**src/rtl/alu_ctrl_fsm_pkg.sv**
```systemverilog
// Shared definitions for the ALU instruction sequencer: opcodes, states, class bits.
package alu_ctrl_fsm_pkg;

  localparam int unsigned OP_W    = 4;
  localparam int unsigned STATE_W = 3;

  // Opcode map, shared with the combinational ALU
  localparam logic [OP_W-1:0] OP_ADD  = 4'd0;
  localparam logic [OP_W-1:0] OP_SUB  = 4'd1;
  localparam logic [OP_W-1:0] OP_AND  = 4'd2;
  localparam logic [OP_W-1:0] OP_OR   = 4'd3;
  localparam logic [OP_W-1:0] OP_XOR  = 4'd4;
  localparam logic [OP_W-1:0] OP_NOT  = 4'd5;
  localparam logic [OP_W-1:0] OP_LD   = 4'd6;
  localparam logic [OP_W-1:0] OP_ST   = 4'd7;
  localparam logic [OP_W-1:0] OP_INC  = 4'd8;
  localparam logic [OP_W-1:0] OP_DEC  = 4'd9;
  localparam logic [OP_W-1:0] OP_SHL  = 4'd10;
  localparam logic [OP_W-1:0] OP_SHR  = 4'd11;
  localparam logic [OP_W-1:0] OP_NOP  = 4'd12;
  localparam logic [OP_W-1:0] OP_JMP  = 4'd13;
  localparam logic [OP_W-1:0] OP_JZ   = 4'd14;
  localparam logic [OP_W-1:0] OP_HALT = 4'd15;

  // Sequencer states
  localparam logic [STATE_W-1:0] ST_FETCH  = 3'd0;
  localparam logic [STATE_W-1:0] ST_DECODE = 3'd1;
  localparam logic [STATE_W-1:0] ST_MEM    = 3'd2;
  localparam logic [STATE_W-1:0] ST_EXEC   = 3'd3;
  localparam logic [STATE_W-1:0] ST_HALT   = 3'd4;

  // Per-opcode class bits produced by the decoder
  typedef struct packed {
    logic uses_carry;
    logic writes_acc;
    logic writes_mem;
    logic reads_mem;
    logic is_branch;
  } op_class_t;

  // Opcodes that occupy an ALU EXEC cycle (includes LD/ST)
  function automatic logic is_alu_op(input logic [OP_W-1:0] op);
    return (op <= OP_SHR);
  endfunction

endpackage

```
**src/rtl/alu_ctrl_decode.sv**
```systemverilog
// Combinational opcode classifier for the ALU sequencer.
module alu_ctrl_decode
  import alu_ctrl_fsm_pkg::*;
(
  input  logic [OP_W-1:0] opcode,
  output op_class_t       cls
);

  // Derive class bits from the opcode
  always_comb begin
    cls            = '0;
    cls.uses_carry = (opcode == OP_ADD) || (opcode == OP_SUB);
    cls.writes_mem = (opcode == OP_ST);
    cls.reads_mem  = (opcode == OP_LD);
    cls.writes_acc = is_alu_op(opcode) && (opcode != OP_ST);
    cls.is_branch  = (opcode == OP_JMP) || (opcode == OP_JZ);
  end

endmodule

```
**src/rtl/alu_ctrl_fsm.sv**
```systemverilog
// Instruction sequencer driving a combinational ALU: fetch/decode/mem/exec FSM,
// program counter, carry/zero flags and datapath strobes.
module alu_ctrl_fsm
  import alu_ctrl_fsm_pkg::*;
#(
  parameter int unsigned SIZE   = 8,
  parameter int unsigned ADDR_W = 4
) (
  input  logic                 CLK,
  input  logic                 RST_N,
  input  logic [ADDR_W+3:0]    instr,
  input  logic                 instr_valid,
  output logic                 instr_ready,
  output logic [ADDR_W-1:0]    pc,
  output logic                 alu_ce,
  output logic [OP_W-1:0]      alu_op,
  output logic                 alu_carry_in,
  input  logic                 alu_carry_out,
  input  logic [SIZE-1:0]      alu_result,
  output logic                 acc_we,
  output logic [ADDR_W-1:0]    mem_addr,
  output logic                 mem_re,
  output logic                 mem_we,
  output logic                 carry_flag,
  output logic                 zero_flag,
  output logic                 halted
);

  localparam int unsigned INSTR_W = OP_W + ADDR_W;

  logic [STATE_W-1:0] state_q, state_d;
  logic [INSTR_W-1:0] ir_q, ir_d;
  logic [ADDR_W-1:0]  pc_q, pc_d;
  logic               carry_q, carry_d;
  logic               zero_q, zero_d;

  logic [OP_W-1:0]    op;
  logic [ADDR_W-1:0]  operand;
  logic [ADDR_W-1:0]  pc_inc;
  op_class_t          cls;

  assign op      = ir_q[INSTR_W-1:ADDR_W];
  assign operand = ir_q[ADDR_W-1:0];
  assign pc_inc  = pc_q + ADDR_W'(1);

  alu_ctrl_decode u_decode (
    .opcode (op),
    .cls    (cls)
  );

  // State, IR, pc and flag registers; reset abandons any in-flight instruction
  always_ff @(posedge CLK or negedge RST_N) begin
    if (!RST_N) begin
      state_q <= ST_FETCH;
      ir_q    <= '0;
      pc_q    <= '0;
      carry_q <= 1'b0;
      zero_q  <= 1'b0;
    end else begin
      state_q <= state_d;
      ir_q    <= ir_d;
      pc_q    <= pc_d;
      carry_q <= carry_d;
      zero_q  <= zero_d;
    end
  end

  // Next-state, pc and flag update
  always_comb begin
    state_d = state_q;
    ir_d    = ir_q;
    pc_d    = pc_q;
    carry_d = carry_q;
    zero_d  = zero_q;
    case (state_q)
      ST_FETCH: begin
        if (instr_valid) begin
          ir_d    = instr;
          state_d = ST_DECODE;
        end
      end
      ST_DECODE: begin
        if (cls.is_branch) begin
          // JZ samples the flag registered before this cycle
          pc_d    = ((op == OP_JMP) || zero_q) ? operand : pc_inc;
          state_d = ST_FETCH;
        end else if (op == OP_NOP) begin
          pc_d    = pc_inc;
          state_d = ST_FETCH;
        end else if (op == OP_HALT) begin
          state_d = ST_HALT;
        end else if (cls.reads_mem) begin
          state_d = ST_MEM;
        end else begin
          state_d = ST_EXEC;
        end
      end
      ST_MEM: begin
        state_d = ST_EXEC;
      end
      ST_EXEC: begin
        if (cls.writes_acc) begin
          zero_d = (alu_result == '0);
        end
        if (cls.uses_carry) begin
          carry_d = alu_carry_out;
        end
        pc_d    = pc_inc;
        state_d = ST_FETCH;
      end
      ST_HALT: begin
        state_d = ST_HALT;
      end
      default: begin
        state_d = ST_FETCH;
      end
    endcase
  end

  // Outputs are pure decodes of registered state and IR
  assign instr_ready  = RST_N && (state_q == ST_FETCH);
  assign alu_ce       = (state_q == ST_EXEC);
  assign alu_op       = op;
  assign alu_carry_in = (state_q == ST_EXEC) && cls.uses_carry && carry_q;
  assign acc_we       = (state_q == ST_EXEC) && cls.writes_acc;
  assign mem_we       = (state_q == ST_EXEC) && cls.writes_mem;
  assign mem_re       = (state_q == ST_DECODE) && cls.reads_mem;
  assign mem_addr     = operand;
  assign pc           = pc_q;
  assign carry_flag   = carry_q;
  assign zero_flag    = zero_q;
  assign halted       = (state_q == ST_HALT);

endmodule

```
**config.mk**
```make
export PLATFORM = sky130hd
export DESIGN_NAME = alu_ctrl_fsm
export DESIGN_NICKNAME = d
export VERILOG_FILES = /design/src/rtl/alu_ctrl_fsm_pkg.sv /design/src/rtl/alu_ctrl_decode.sv /design/src/rtl/alu_ctrl_fsm.sv
export SDC_FILE = /design/constraint.sdc
export NUM_CORES = 1
export LEC_CHECK = 0
export ABC_AREA = 0
export CAP_MARGIN = 20
export CORE_MARGIN = 10
export CORE_UTILIZATION = 41
export CTS_CLUSTER_SIZE = 24
export DETAILED_ROUTE_END_ITERATION = 7
export PLACE_DENSITY = 0.79
export SYNTH_ARGS = -nofsm -noshare
export SYNTH_HDL_FRONTEND = slang
export SYNTH_SLANG_ARGS = --single-unit
```
**constraint.sdc**
```tcl
create_clock -name CLK -period 2.1 [get_ports CLK]
set_input_delay 0.315 -clock CLK [delete_from_list [all_inputs] [get_ports CLK]]
set_output_delay 0.315 -clock CLK [all_outputs]
set_load 0.02 [all_outputs]
```
==> summary.txt <==
Synthesis
  • Yosys warnings: 0
  • Number of synthesized register bits: 17
  • Synth top area cells: dfrtp_1 (46%), mux2_2 (11%), nand2_1 (3.6%)
  • Distinct cells, synth: 27
  • Commonest cells post-synth: dfrtp_1 (17), mux2_2 (9), nand2_1 (9)
  • Cells after Synth: 89
  • Post-synth top area share: between 40% and 50%
  • Cell Area, Synth: 926 um2
  • Mapped Nets: between 100 and 150
  • Syn Area/Cell: 10.4 um2
  • Number of synthesized flops with an enable pin: 0
  • Count leader, synth: dfrtp_1
  • Sequential share of the synthesized area: between 40% and 50%
  • Main synth FF type: dfrtp_1
  • Biggest area consumer among synthesized cells: dfrtp_1
  • Ys async rst share: 100%

Drt
  • Drc violations: 0
  • WL/cell: between 15 and 20 um
  • DRT iter0 DRCs: 21
  • Pre-antenna DRT Iters: 4
  • Final WL: between 2000 and 3000 um
  • Vias/cell: roughly 5
  • DR vias: roughly 840
  • Final ANT Viol Nets: 0

Worst setup path
  • R2r endpoint: ir_q[6]
  • Setup crit start kind: flop
  • FF-to-FF path depth: 4
  • Worst Setup End Kind: primary output
  • Critical path startpoint: state_q[2]
  • CP endpoint: alu_carry_in
  • CP Class: flop to primary output
  • FF-to-FF Start: state_q[2]
  • CP max FO: 4
  • Worst EP required: roughly 1800 ps
  • Worst reg-to-reg setup slack: roughly 370 ps
  • Arr. time, crit path: roughly 1700 ps

Placement
  • GP Congestion: 0.791
  • DP Wirelength: between 2000 and 2500 um
  • Port Buffers: 40
  • Post-DP Area: between 1000 and 1500 um2
  • Dpl cells: between 150 and 200
  • Post-place setup slack: 55.4 ps

Clock tree
  • Clk slew on worst S/H paths: around 100 ps
  • Clock sink total: 17
  • Htree depth: 1
  • Worst-Skew Late Latency: slightly below 300 ps
  • Clock buffer depth: 2
  • # hold bufs at CTS: 0
  • Cts bufs inserted: 3
  • Clk root buf: clkbuf_4
  • CTS tree: done
  • Post-CTS setup buffers: 0

Global route
  • Vias in the first global route: ~880
  • GRT overflow: 0
  • First-pass GRT wire length: 4180 um
  • Initial antenna violation count: 0
  • Largest net degree at the start of global routing: 18
  • Gr usage total: a little under an eighth

Layout
  • Final core occ: between 60 and 70%
  • Layout cells sized above 1: between 10% and 20%
  • Non-Filler Instances: approximately 170
  • Count of nets after finishing: 160
  • Antenna fix cells: 0
  • Final instance area: ~1400 um2
  • Area delta synth->final: 54.9%

Timing
  • Worst slew margin: about 70%
  • Slew Limit Fails: 0
  • Slew @ Worst Pin: 436 ps
  • Fin worst setup slack: 120 ps
  • Clock skew: between 0.9 and 1 ps
  • RSZ-0062 raised after global routing: no
  • Hold Vio Cnt, Final: 0
  • Period utilisation layout: a little over nine tenths
  • Max Freq: about 0.50 GHz
  • Setup_tns: 0 ps
  • Min Tclk post-route: between 1500 and 2000 ps
  • # setup viols final: 0

Power and ir drop
  • P per Cell Area: 1460 nW/um2
  • VDD IR max: between 0.7 and 0.8 mV
  • P_leak: 0.651 nW

Die
  • Initial Util: between 40 and 50%
  • Die area: 4560 um2
  • Row cnt: 17
  • Die height: ~68 um
  • Die width: just under 70 um
  • Core ar.: 2190 um2
  • Ports: slightly above 40

Flow run
  • Number of max-cap violations: 0

Min path
  • HP Class: input pin to asynchronous set/reset pin

Outcome
  • Status: finished clean
## flip-flops by register name, indices dropped and copies added, names as in the netlist
signal	cells
ir_q	8
pc	4
state_q	3
carry_flag	1
zero_flag	1
## final cells by class
type	instances	area, um2
clock buffers	3	22.5
clock inverters	1	5.00
fillers	178	757
inverters	7	26.3
multi-input cells	63	470
flip-flops and latches	17	425
well taps	28	35.0
repair buffers	47	449
## per-stage QoR
stage | hold slack (ps) | power [W]
finish | 365 | 0.00210
global route | 380 | 0.00225
CTS | 371 | 0.00211
detailed placement | 530 | 0.00194
global placement | 522 | 0.00190
floorplan | 19.4 | 0.00137
## critical path, cell delays in order (launching register included)
cell and delay (ps):
dfrtp_1 430, nor2b_4 120, nand2_1 120, nor4_2 210
and2_1 160, dlygate4sd2_1 330
## power by group
| part | switching [W] | total, W | internal, W |
|---|---|---|---|
| Sequential | 0.000163 | 0.000644 | 0.000481 |
| Clock | 0.000106 | 0.000177 | 0.0000707 |
| Combinational | 0.000639 | 0.00127 | 0.000636 |
## worst min path at each step
stage | startpoint | to | slack, ps | cells after the start
6_report | RST_N | carry_flag | 370 | 2
5_1_grt | RST_N | state_q[0] | 380 | 2
3_3_place_gp | ir_q[1] | ir_q[1] | 520 | 1
3_5_place_dp | carry_flag | carry_flag | 530 | 1
2_1_floorplan | RST_N | carry_flag | 20 | 0
4_1_cts | RST_N | carry_flag | 370 | 2
## layout by cell type, fill, tap and decap left out, drive strengths merged, types with 4 or more instances in the layout
master,synthesis,routed
mux2,10,10
dlygate4sd2,0,5
nor3,5,5
nor4,4,4
clkdlybuf4s50,0,34
nand2,9,9
nand2b,4,4
inv,7,7
dfrtp,17,17
buf,2,7
a21oi,5,5
## cell families (layout without fill, tap and decap cells)
logic type	after synthesis	after routing	synth area share [%]
and+or+nand+nor	33	33	19.5
DFF	17	17	45.9
AOI/OAI and AO/OA	16	16	13.5
muxes	13	13	15.8
buffers and inverters	9	58	3.92
adders and majority gates	1	1	1.35
## what timing repair did
item / CTS / global route
endpoints found under the setup margin: 5 / 1
gates resized for setup: 6 / 1
hold endpoints to repair: 0 / 0
gates cloned: 0 / 0
## routing by layer
layer	vias up	routed length [um]	GRT usage, %
met2	22	1360	20.2
met4	0	34	5.90
met1	398	1040	13.3
met3	2	139	2.64
li1	419	-	-
met5	-	0	0
Note: power is estimated with default switching activity, not from simulation.
